`src/rtl/ext_pkg.sv`:
```
// ext_pkg: extension mode encoding and width helpers shared by the extender and decode logic.
package ext_pkg;
  localparam int OP_W = 3;
  typedef enum logic [OP_W-1:0] {
    EXT_ZERO, EXT_SIGN, EXT_LUI, EXT_BOFS, EXT_LB, EXT_LBU, EXT_LH, EXT_LHU
  } ext_op_e;
  function automatic int addr_w(int out_w);
    return $clog2(out_w / 8);
  endfunction
endpackage

```
`src/rtl/ext_pipe_if.sv`:
```
// ext_pipe_if: input beat and result handshake bundle for the extender pipe.
interface ext_pipe_if #(
  parameter int OUT_W = 32,
  parameter int OP_W  = ext_pkg::OP_W
);
  localparam int AW = ext_pkg::addr_w(OUT_W);
  logic             flush;
  logic             in_valid;
  logic             in_ready;
  logic [OP_W-1:0]  in_op;
  logic [OUT_W-1:0] in_data;
  logic [AW-1:0]    in_addr_lo;
  logic             out_valid;
  logic             out_ready;
  logic [OUT_W-1:0] out_data;
  logic             out_err;
  modport master (
    output flush, in_valid, in_op, in_data, in_addr_lo, out_ready,
    input  in_ready, out_valid, out_data, out_err
  );
  modport slave (
    input  flush, in_valid, in_op, in_data, in_addr_lo, out_ready,
    output in_ready, out_valid, out_data, out_err
  );
endinterface

```
`src/rtl/ext_comb.sv`:
```
// ext_comb: combinational immediate / load-data extension with misaligned halfword flag.
module ext_comb
  import ext_pkg::*;
#(
  parameter int IN_W  = 16,
  parameter int OUT_W = 32,
  parameter int AW    = addr_w(OUT_W)
) (
  input  logic [OP_W-1:0]  op,
  input  logic [OUT_W-1:0] data,
  input  logic [AW-1:0]    addr_lo,
  output logic [OUT_W-1:0] res,
  output logic             err
);
  logic [IN_W-1:0]  imm;
  logic [7:0]       b;
  logic [15:0]      h;
  logic [OUT_W-1:0] sx;
  assign imm = data[IN_W-1:0];
  assign b   = 8'(data >> (8 * addr_lo));
  // a misaligned halfword still reads the aligned halfword containing it
  assign h   = 16'(data >> (16 * (addr_lo >> 1)));
  assign sx  = OUT_W'($signed(imm));
  always_comb begin
    res = '0;
    case (ext_op_e'(op))
      EXT_ZERO: res = OUT_W'(imm);
      EXT_SIGN: res = sx;
      EXT_LUI:  res = OUT_W'(imm) << (OUT_W - IN_W);
      EXT_BOFS: res = sx << 2;
      EXT_LB:   res = OUT_W'($signed(b));
      EXT_LBU:  res = OUT_W'(b);
      EXT_LH:   res = OUT_W'($signed(h));
      EXT_LHU:  res = OUT_W'(h);
      default:  res = '0;
    endcase
  end
  assign err = (op == EXT_LH || op == EXT_LHU) && addr_lo[0];
endmodule

```
`src/rtl/ext_pipe.sv`:
```
// ext_pipe: registered extender behind a valid/ready handshake with one skid entry.
module ext_pipe #(
  parameter int IN_W  = 16,
  parameter int OUT_W = 32,
  parameter int OP_W  = ext_pkg::OP_W
) (
  input logic      clk,
  input logic      rst_n,
  ext_pipe_if.slave bus
);
  localparam int AW = ext_pkg::addr_w(OUT_W);
  typedef struct packed {
    logic             err;
    logic [OUT_W-1:0] data;
  } beat_t;
  logic [OUT_W-1:0] c_data;
  logic             c_err;
  beat_t            nxt, out_q, skid_q;
  logic             out_v, skid_full, rdy, accept, drain;
  ext_comb #(.IN_W(IN_W), .OUT_W(OUT_W), .AW(AW)) u_comb (
    .op(bus.in_op), .data(bus.in_data), .addr_lo(bus.in_addr_lo), .res(c_data), .err(c_err)
  );
  assign nxt    = '{err: c_err, data: c_data};
  assign accept = bus.in_valid && rdy;
  assign drain  = out_v && bus.out_ready;
  // ready is registered from skid occupancy so out_ready never reaches in_ready combinationally
  always_ff @(posedge clk or negedge rst_n) begin
    if (!rst_n) begin
      out_v     <= 1'b0;
      skid_full <= 1'b0;
      rdy       <= 1'b0;
      out_q     <= '0;
      skid_q    <= '0;
    end else if (bus.flush) begin
      out_v     <= 1'b0;
      skid_full <= 1'b0;
      rdy       <= 1'b1;
    end else begin
      rdy <= !skid_full;
      if (skid_full && drain) begin
        out_q     <= skid_q;
        skid_full <= 1'b0;
        rdy       <= 1'b1;
      end else if (accept && (!out_v || drain)) begin
        out_q <= nxt;
        out_v <= 1'b1;
      end else if (accept) begin
        skid_q    <= nxt;
        skid_full <= 1'b1;
        rdy       <= 1'b0;
      end else if (drain) begin
        out_v <= 1'b0;
      end
    end
  end
  assign bus.in_ready  = rdy;
  assign bus.out_valid = out_v;
  assign bus.out_data  = out_q.data;
  assign bus.out_err   = out_q.err;
endmodule

```
`src/flat_wrapper.sv`:
```
// flat-port wrapper written by rule: the top's interface ports become plain ports
module ext_pipe_flat 
#(
  parameter int IN_W  = 16,
  parameter int OUT_W = 32,
  parameter int OP_W  = ext_pkg::OP_W
)
  (clk, rst_n, bus_flush, bus_in_valid, bus_in_op, bus_in_data, bus_in_addr_lo, bus_out_ready, bus_in_ready, bus_out_valid, bus_out_data, bus_out_err);
  ext_pipe_if #(.OUT_W(OUT_W), .OP_W(OP_W)) bus_i ();
  input logic clk;
  input logic rst_n;
  input wire logic [$bits(bus_i.flush)-1:0] bus_flush;
  input wire logic [$bits(bus_i.in_valid)-1:0] bus_in_valid;
  input wire logic [$bits(bus_i.in_op)-1:0] bus_in_op;
  input wire logic [$bits(bus_i.in_data)-1:0] bus_in_data;
  input wire logic [$bits(bus_i.in_addr_lo)-1:0] bus_in_addr_lo;
  input wire logic [$bits(bus_i.out_ready)-1:0] bus_out_ready;
  output wire logic [$bits(bus_i.in_ready)-1:0] bus_in_ready;
  output wire logic [$bits(bus_i.out_valid)-1:0] bus_out_valid;
  output wire logic [$bits(bus_i.out_data)-1:0] bus_out_data;
  output wire logic [$bits(bus_i.out_err)-1:0] bus_out_err;
  assign bus_i.flush = bus_flush;
  assign bus_i.in_valid = bus_in_valid;
  assign bus_i.in_op = bus_in_op;
  assign bus_i.in_data = bus_in_data;
  assign bus_i.in_addr_lo = bus_in_addr_lo;
  assign bus_i.out_ready = bus_out_ready;
  assign bus_in_ready = bus_i.in_ready;
  assign bus_out_valid = bus_i.out_valid;
  assign bus_out_data = bus_i.out_data;
  assign bus_out_err = bus_i.out_err;
  ext_pipe #(.IN_W(IN_W), .OUT_W(OUT_W), .OP_W(OP_W)) u_core (.clk(clk), .rst_n(rst_n), .bus(bus_i));
endmodule
```
`config.mk`:
```
export PLATFORM = sky130hd
export DESIGN_NAME = ext_pipe_flat
export DESIGN_NICKNAME = d
export VERILOG_FILES = /design/src/rtl/ext_pkg.sv /design/src/rtl/ext_pipe_if.sv /design/src/rtl/ext_comb.sv /design/src/rtl/ext_pipe.sv /design/src/flat_wrapper.sv
export SDC_FILE = /design/constraint.sdc
export NUM_CORES = 1
export LEC_CHECK = 0
export BUFFER_PORTS_ARGS = -buffer_cell sky130_fd_sc_hd__buf_2
export CAP_MARGIN = 15
export CORE_MARGIN = 2
export CORE_UTILIZATION = 50
export DETAILED_ROUTE_END_ITERATION = 10
export GPL_ROUTABILITY_DRIVEN = 0
export GPL_TIMING_DRIVEN = 0
export PLACE_DENSITY = 0.77
export SLEW_MARGIN = 20
export SYNTH_ARGS = -nofsm -noshare
export SYNTH_HDL_FRONTEND = slang
export SYNTH_HIERARCHICAL = 1
export SYNTH_SLANG_ARGS = --single-unit
```
`constraint.sdc`:
```
create_clock -name clk -period 1.49 [get_ports clk]
set_input_delay 0.298 -clock clk [delete_from_list [all_inputs] [get_ports clk]]
set_output_delay 0.298 -clock clk [all_outputs]
set_load 0.02 [all_outputs]
```
==> impl_metrics.ini, run 1 <==
[clocking]
cts.clk_slew.worst_paths_ps = 80
htree_num_levels = 3
cts_buffer_depth = 2
cts_root_buffer = clkbuf_8
insertion_delay_ps = 350
clock-sinks = 69
cts_buffers = 9
cts_tree = built

[detailed_routing]
drtIter0Drc = 437
drtAntennaViolNets = 0
routed_wl_um = 12000
wl_per_cell_um = 21.7
drc = 0
dr.pass1.iters = 5
via_per_inst = 6.03
dr_total_vias = 3328

[grt]
first_global_vias = 3253
grt_use_total_pct = 26.1
grt_pass1_wl_um = 17400
grt_antenna_before_repair = 0
grt_max_degree = 48
overflow = 0

[final_layout]
nets = 487
layout_common_cells = 88 x mux2_4, 72 x buf_2, 66 x dfrtp_1
antennaDiodeCount = 0
fin_cells = 552
drive_gt1_share_pct = 62.0
syn2layout_area_growth_pct = 43.7
final_common_cell = mux2_4

[synth]
synthCells = 330
ys.flop_type = dfrtp_1
ys_async_sr_fraction_pct = 100
ys_warn_count = 6
synth_edf_count = 0
synth.avg_cell_area_um2 = 12.2
synth_seq_cells = 69
yosysSeqAreaShare_pct = 43.0
synth.cell_area_um2 = 4020
syn-num-nets = 372
synth_cell_types = 49

[critical_path]
arrival_ps = 1950
path_cells = buf_8 -> mux2_4 -> a2bb2oi_4 -> o221ai_4 -> buf_6 -> a21o_1 -> mux2_4 -> mux2_4
end_kind = flip-flop
r2r-start = u_core/bus.out_valid
cp.required_ps = 1730
worstSetupPathType = in -> reg
reg2reg_depth = 6
slowest_stage = mux2_4
crit_fanout = 5
r2r-end = u_core/bus.out_data[15]
cp.buffers_inverters = 2
rrSetupSlack_ps = -160
critPathLaunchType = input pin
crit_top_cell = mux2_4
crit_family = multiplexers
cpPeakStageDelay_ps = 320

[sta]
finalCriticalPeriod_ps = 1710
clock-skew-final_ps = 8.13
tightest_slew_ps = 401
maxSlewViolCount = 0
setup_viol_count_final = 67
min_period_over_period_pct = 115
fin_ws_ps = -218
hold_viol = 0
rsz0062_at_grt = yes
relSlewSlack_pct = 73.3
clock.fmax_ghz = 0.586

[pwr]
p_leak_nw = 2.86
p_int_w = 0.00449
p_per_area_nw_per_um2 = 1120
power_frac_clock_pct = 27.1
switchingPower_w = 0.00195
combinationalPowerShare_pct = 33.1
swShare_pct = 30.3
peakVddDrop_v = 0.000828
seqPwrFrac_pct = 39.9

[hold_path]
min_from = bus_flush
holdPathStages = 2
hold_end = u_core/bus.out_valid
hold_path_class = in -> reg

[die]
fp.dieH_um = 93.6
rows = 32
coreArea_um2 = 7770
dieArea_um2 = 8770
die_w_um = 93.6
pin_count = 77
initial_core_util_pct = 51.7

[run_status]
violations = setup timing
outcome = finished with violations

[placed_design]
placed_cells = 508
dp_hpwl_um = 7230
portBuffers = 75
post-place-ws_ps = -759

[flow_run]
max-cap-violations = 0
logic make-up after synthesis:
family,after synthesis,synth area share (%)
mux,113,32.3
compound gates,68,12.9
simple gates,51,7.41
buf+inv,29,4.36
flops,69,43.0
metal layers:
layer	vias to the layer above	global-route usage, %	wire [um]
li1	1458	-	-
met1	1656	34.4	4880
met2	186	43.0	5930
met3	28	7.09	910
met4	0	6.16	263
met5	-	0	0
per-stage QoR:
| step | utilization [%] | TNS [ps] | hold slack, ps | total power [W] | area (um^2) |
|---|---|---|---|---|---|
| 3_5_place_dp | 62.4 | -31580 | 222 | 0.00438 | 4840 |
| 2_1_floorplan | - | -14640 | 2.41 | 0.00383 | 4310 |
| 6_report | 74.3 | -7120 | 208 | 0.00645 | 5770 |
| 5_1_grt | 74.3 | -9200 | 218 | 0.00672 | 5770 |
| 4_1_cts | 70.4 | -4100 | 206 | 0.00629 | 5470 |
| 3_3_place_gp | 62.0 | -44480 | 468 | 0.00431 | 4810 |
state kept, by name (all words and copies together), names as in the netlist:
name and flops:
u_core/bus.in_ready 1, u_core/bus.out_data 32, u_core/bus.out_err 1, u_core/bus.out_valid 1
u_core/skid_full 1, u_core/skid_q 33
final cells by class:
| class | instances | area, um^2 |
|---|---|---|
| flip-flops and latches | 69 | 1730 |
| inverters | 5 | 18.8 |
| repair buffers | 105 | 802 |
| well taps | 102 | 128 |
| fillers | 499 | 1990 |
| multi-input cells | 232 | 2610 |
| clock buffers | 11 | 141 |
| clock inverters | 5 | 83.8 |
| plain buffers | 23 | 264 |
what timing repair did:
item | in CTS | in global routing
gates resized for setup | 51 | 47
hold buffers | 1 | 0
setup buffers | 15 | 7
cloned | 3 | 3
hold endpoints to repair | 22 | 0
pin swaps | 7 | 8
setup endpoints to repair | 68 | 64
power by group through the flow:
stage	Sequential, W	Combinational [W]	Clock (W)
4_1_cts	0.00255	0.00197	0.00177
5_1_grt	0.00262	0.00225	0.00185
6_report	0.00257	0.00213	0.00174
3_3_place_gp	0.00255	0.00176	0
3_5_place_dp	0.00258	0.00180	0
2_1_floorplan	0.00280	0.00103	0
synthesized netlist by cell type (8+ instances only):
library cell   n  area share (%)
dfrtp_1       69              43
mux2_2        91              26
buf_2          8             1.0
nor2b_1        8             1.2
mux2_4        10             3.7
a21oi_1       16             2.0
mux2i_1       10             2.5
a21o_1        14             2.6
nor2_1         8            0.75
nand2_1       12             1.1
worst max-delay path by stage:
stage | start | end | depth (start not counted)
CTS | bus_in_addr_lo[0] | u_core/bus.out_data[21] | 8
global route | bus_in_addr_lo[0] | u_core/bus.out_data[18] | 8
finish | bus_in_addr_lo[0] | u_core/bus.out_data[18] | 8
detailed placement | bus_in_addr_lo[0] | u_core/bus.out_data[6] | 8
floorplan | bus_in_addr_lo[1] | u_core/bus.out_data[20] | 8
global placement | bus_in_addr_lo[0] | u_core/bus.out_data[6] | 8
(Power assumes the default switching activity.)
==> run 2, diff against run 1 <==
--- a/config.mk
+++ b/config.mk
@@ -5,7 +5,7 @@
 export SDC_FILE = /design/constraint.sdc
 export NUM_CORES = 1
 export LEC_CHECK = 0
-export BUFFER_PORTS_ARGS = -buffer_cell sky130_fd_sc_hd__buf_2
+export BUFFER_PORTS_ARGS = -buffer_cell sky130_fd_sc_hd__buf_4
 export CAP_MARGIN = 15
 export CORE_MARGIN = 2
 export CORE_UTILIZATION = 50
==> impl_metrics.ini, run 2 (synthesis results as in run 1) <==
[detailed_routing]
dr.pass1.iters = 5
wl_per_cell_um = 24.2
dr_total_vias = 3523
routed_wl_um = 13600
drtAntennaViolNets = 0
drc = 0
drtIter0Drc = 352
via_per_inst = 6.28

[sta]
tightest_slew_ps = 879
fin_ws_ps = -255
relSlewSlack_pct = 41.4
hold_viol = 0
finalCriticalPeriod_ps = 1740
setup_viol_count_final = 53
min_period_over_period_pct = 117
maxSlewViolCount = 0
rsz0062_at_grt = yes
clock-skew-final_ps = 9.34
clock.fmax_ghz = 0.573

[placed_design]
dp_hpwl_um = 7380
placed_cells = 507
post-place-ws_ps = -812
portBuffers = 75

[critical_path]
end_kind = flip-flop
slowest_stage = mux2_4
cp.required_ps = 1730
path_cells = buf_8 -> mux2_4 -> a2bb2oi_4 -> o221ai_4 -> buf_6 -> a21o_1 -> mux2_4 -> mux2_4
worstSetupPathType = in -> reg
arrival_ps = 1980
crit_top_cell = mux2_4
critPathLaunchType = input pin
crit_fanout = 5
cpPeakStageDelay_ps = 320

[final_layout]
final_common_cell = mux2_4
nets = 496
regMostFlops = u_core/skid_q
syn2layout_area_growth_pct = 53.3
antennaDiodeCount = 0
fin_cells = 561
layout_common_cells = 96 x mux2_4, 92 x buf_4, 67 x dfrtp_1
drive_gt1_share_pct = 63.4
largest_register_ffs = 33

[clocking]
cts_buffer_depth = 2
insertion_delay_ps = 350
cts_tree = built
cts.clk_slew.worst_paths_ps = 80
cts_root_buffer = clkbuf_8
cts_buffers = 9
clock-sinks = 69
htree_num_levels = 3

[die]
coreArea_um2 = 7770
die_w_um = 93.6
rows = 32
dieArea_um2 = 8770
pin_count = 77
initial_core_util_pct = 51.7
fp.dieH_um = 93.6

[grt]
grt_antenna_before_repair = 0
grt_max_degree = 70
first_global_vias = 3440
grt_use_total_pct = 28.2
overflow = 0
grt_pass1_wl_um = 18700

[hold_path]
hold_path_class = in -> async

[pwr]
p_leak_nw = 3.05
p_per_area_nw_per_um2 = 1090
peakVddDrop_v = 0.000831

[run_status]
violations = setup timing
outcome = finished with violations

[flow_run]
max-cap-violations = 0
==> run 2: final cells by class <==
type,count,area (um^2)
Multi-Input combinational cell,232,2690
Fill cell,443,1610
Buffer,22,274
Clock buffer,10,138
Timing Repair Buffer,115,1100
Inverter,5,18.8
Sequential cell,69,1730
Clock inverter,6,86.3
Tap cell,102,128
==> run 2: what timing repair did <==
item	in CTS	in global routing
hold buffers	0	0
pin swaps	7	9
cloned	5	3
resized for setup	53	66
buffers inserted	22	11
setup endpoints to repair	68	66
endpoints found under the hold margin	0	0
==> run 2: critical path: cells and delay by family <==
kind	cells	cell delay (ps)
muxes	3	850
AOI/OAI and AO/OA	3	550
buffers and inverters	2	280
==> run 2: stage by stage <==
step | TNS, ps | power, W | utilization [%] | hold slack [ps] | cell area, um^2
global placement | -29100 | 0.00447 | 64.4 | 468 | 5000
finish | -6400 | 0.00670 | 79.3 | 62.5 | 6160
global route | -7670 | 0.00697 | 79.3 | 137 | 6160
CTS | -4090 | 0.00645 | 73.8 | 85.8 | 5730
detailed placement | -30610 | 0.00454 | 64.4 | 476 | 5000
floorplan | -14640 | 0.00383 | - | 2.41 | 4310
==> run 2: path summary, 6_finish.rpt <==
path	slack (ps)	to	startpoint	depth (start not counted)
max	-250	u_core/bus.out_data[18]	bus_in_addr_lo[0]	8
max reg2reg	-130	u_core/bus.out_data[20]	u_core/bus.out_valid	5
max in group asynchronous	800	u_core/bus.in_ready	rst_n	1
min reg2reg	510	u_core/skid_q[17]	u_core/skid_q[17]	1
min in group clk	160	u_core/bus.out_valid	bus_flush	2
min	60	u_core/bus.out_data[3]	rst_n	1
==> run 2: per-layer routing <==
layer | global-route usage, % | share of wire (%) | wire length, um
met1 | 36.0 | 40 | 5460
met2 | 46.7 | 49 | 6620
met3 | 7.17 | 7.0 | 950
met4 | 9.78 | 4.0 | 536
met5 | 0 | 0 | 0
==> run 2: where the power goes <==
part,internal [W],switching (W),leakage (nW)
combinational,0.00136,0.00100,2.06
clock,0.000985,0.000752,0.112
sequential,0.00231,0.000295,0.872
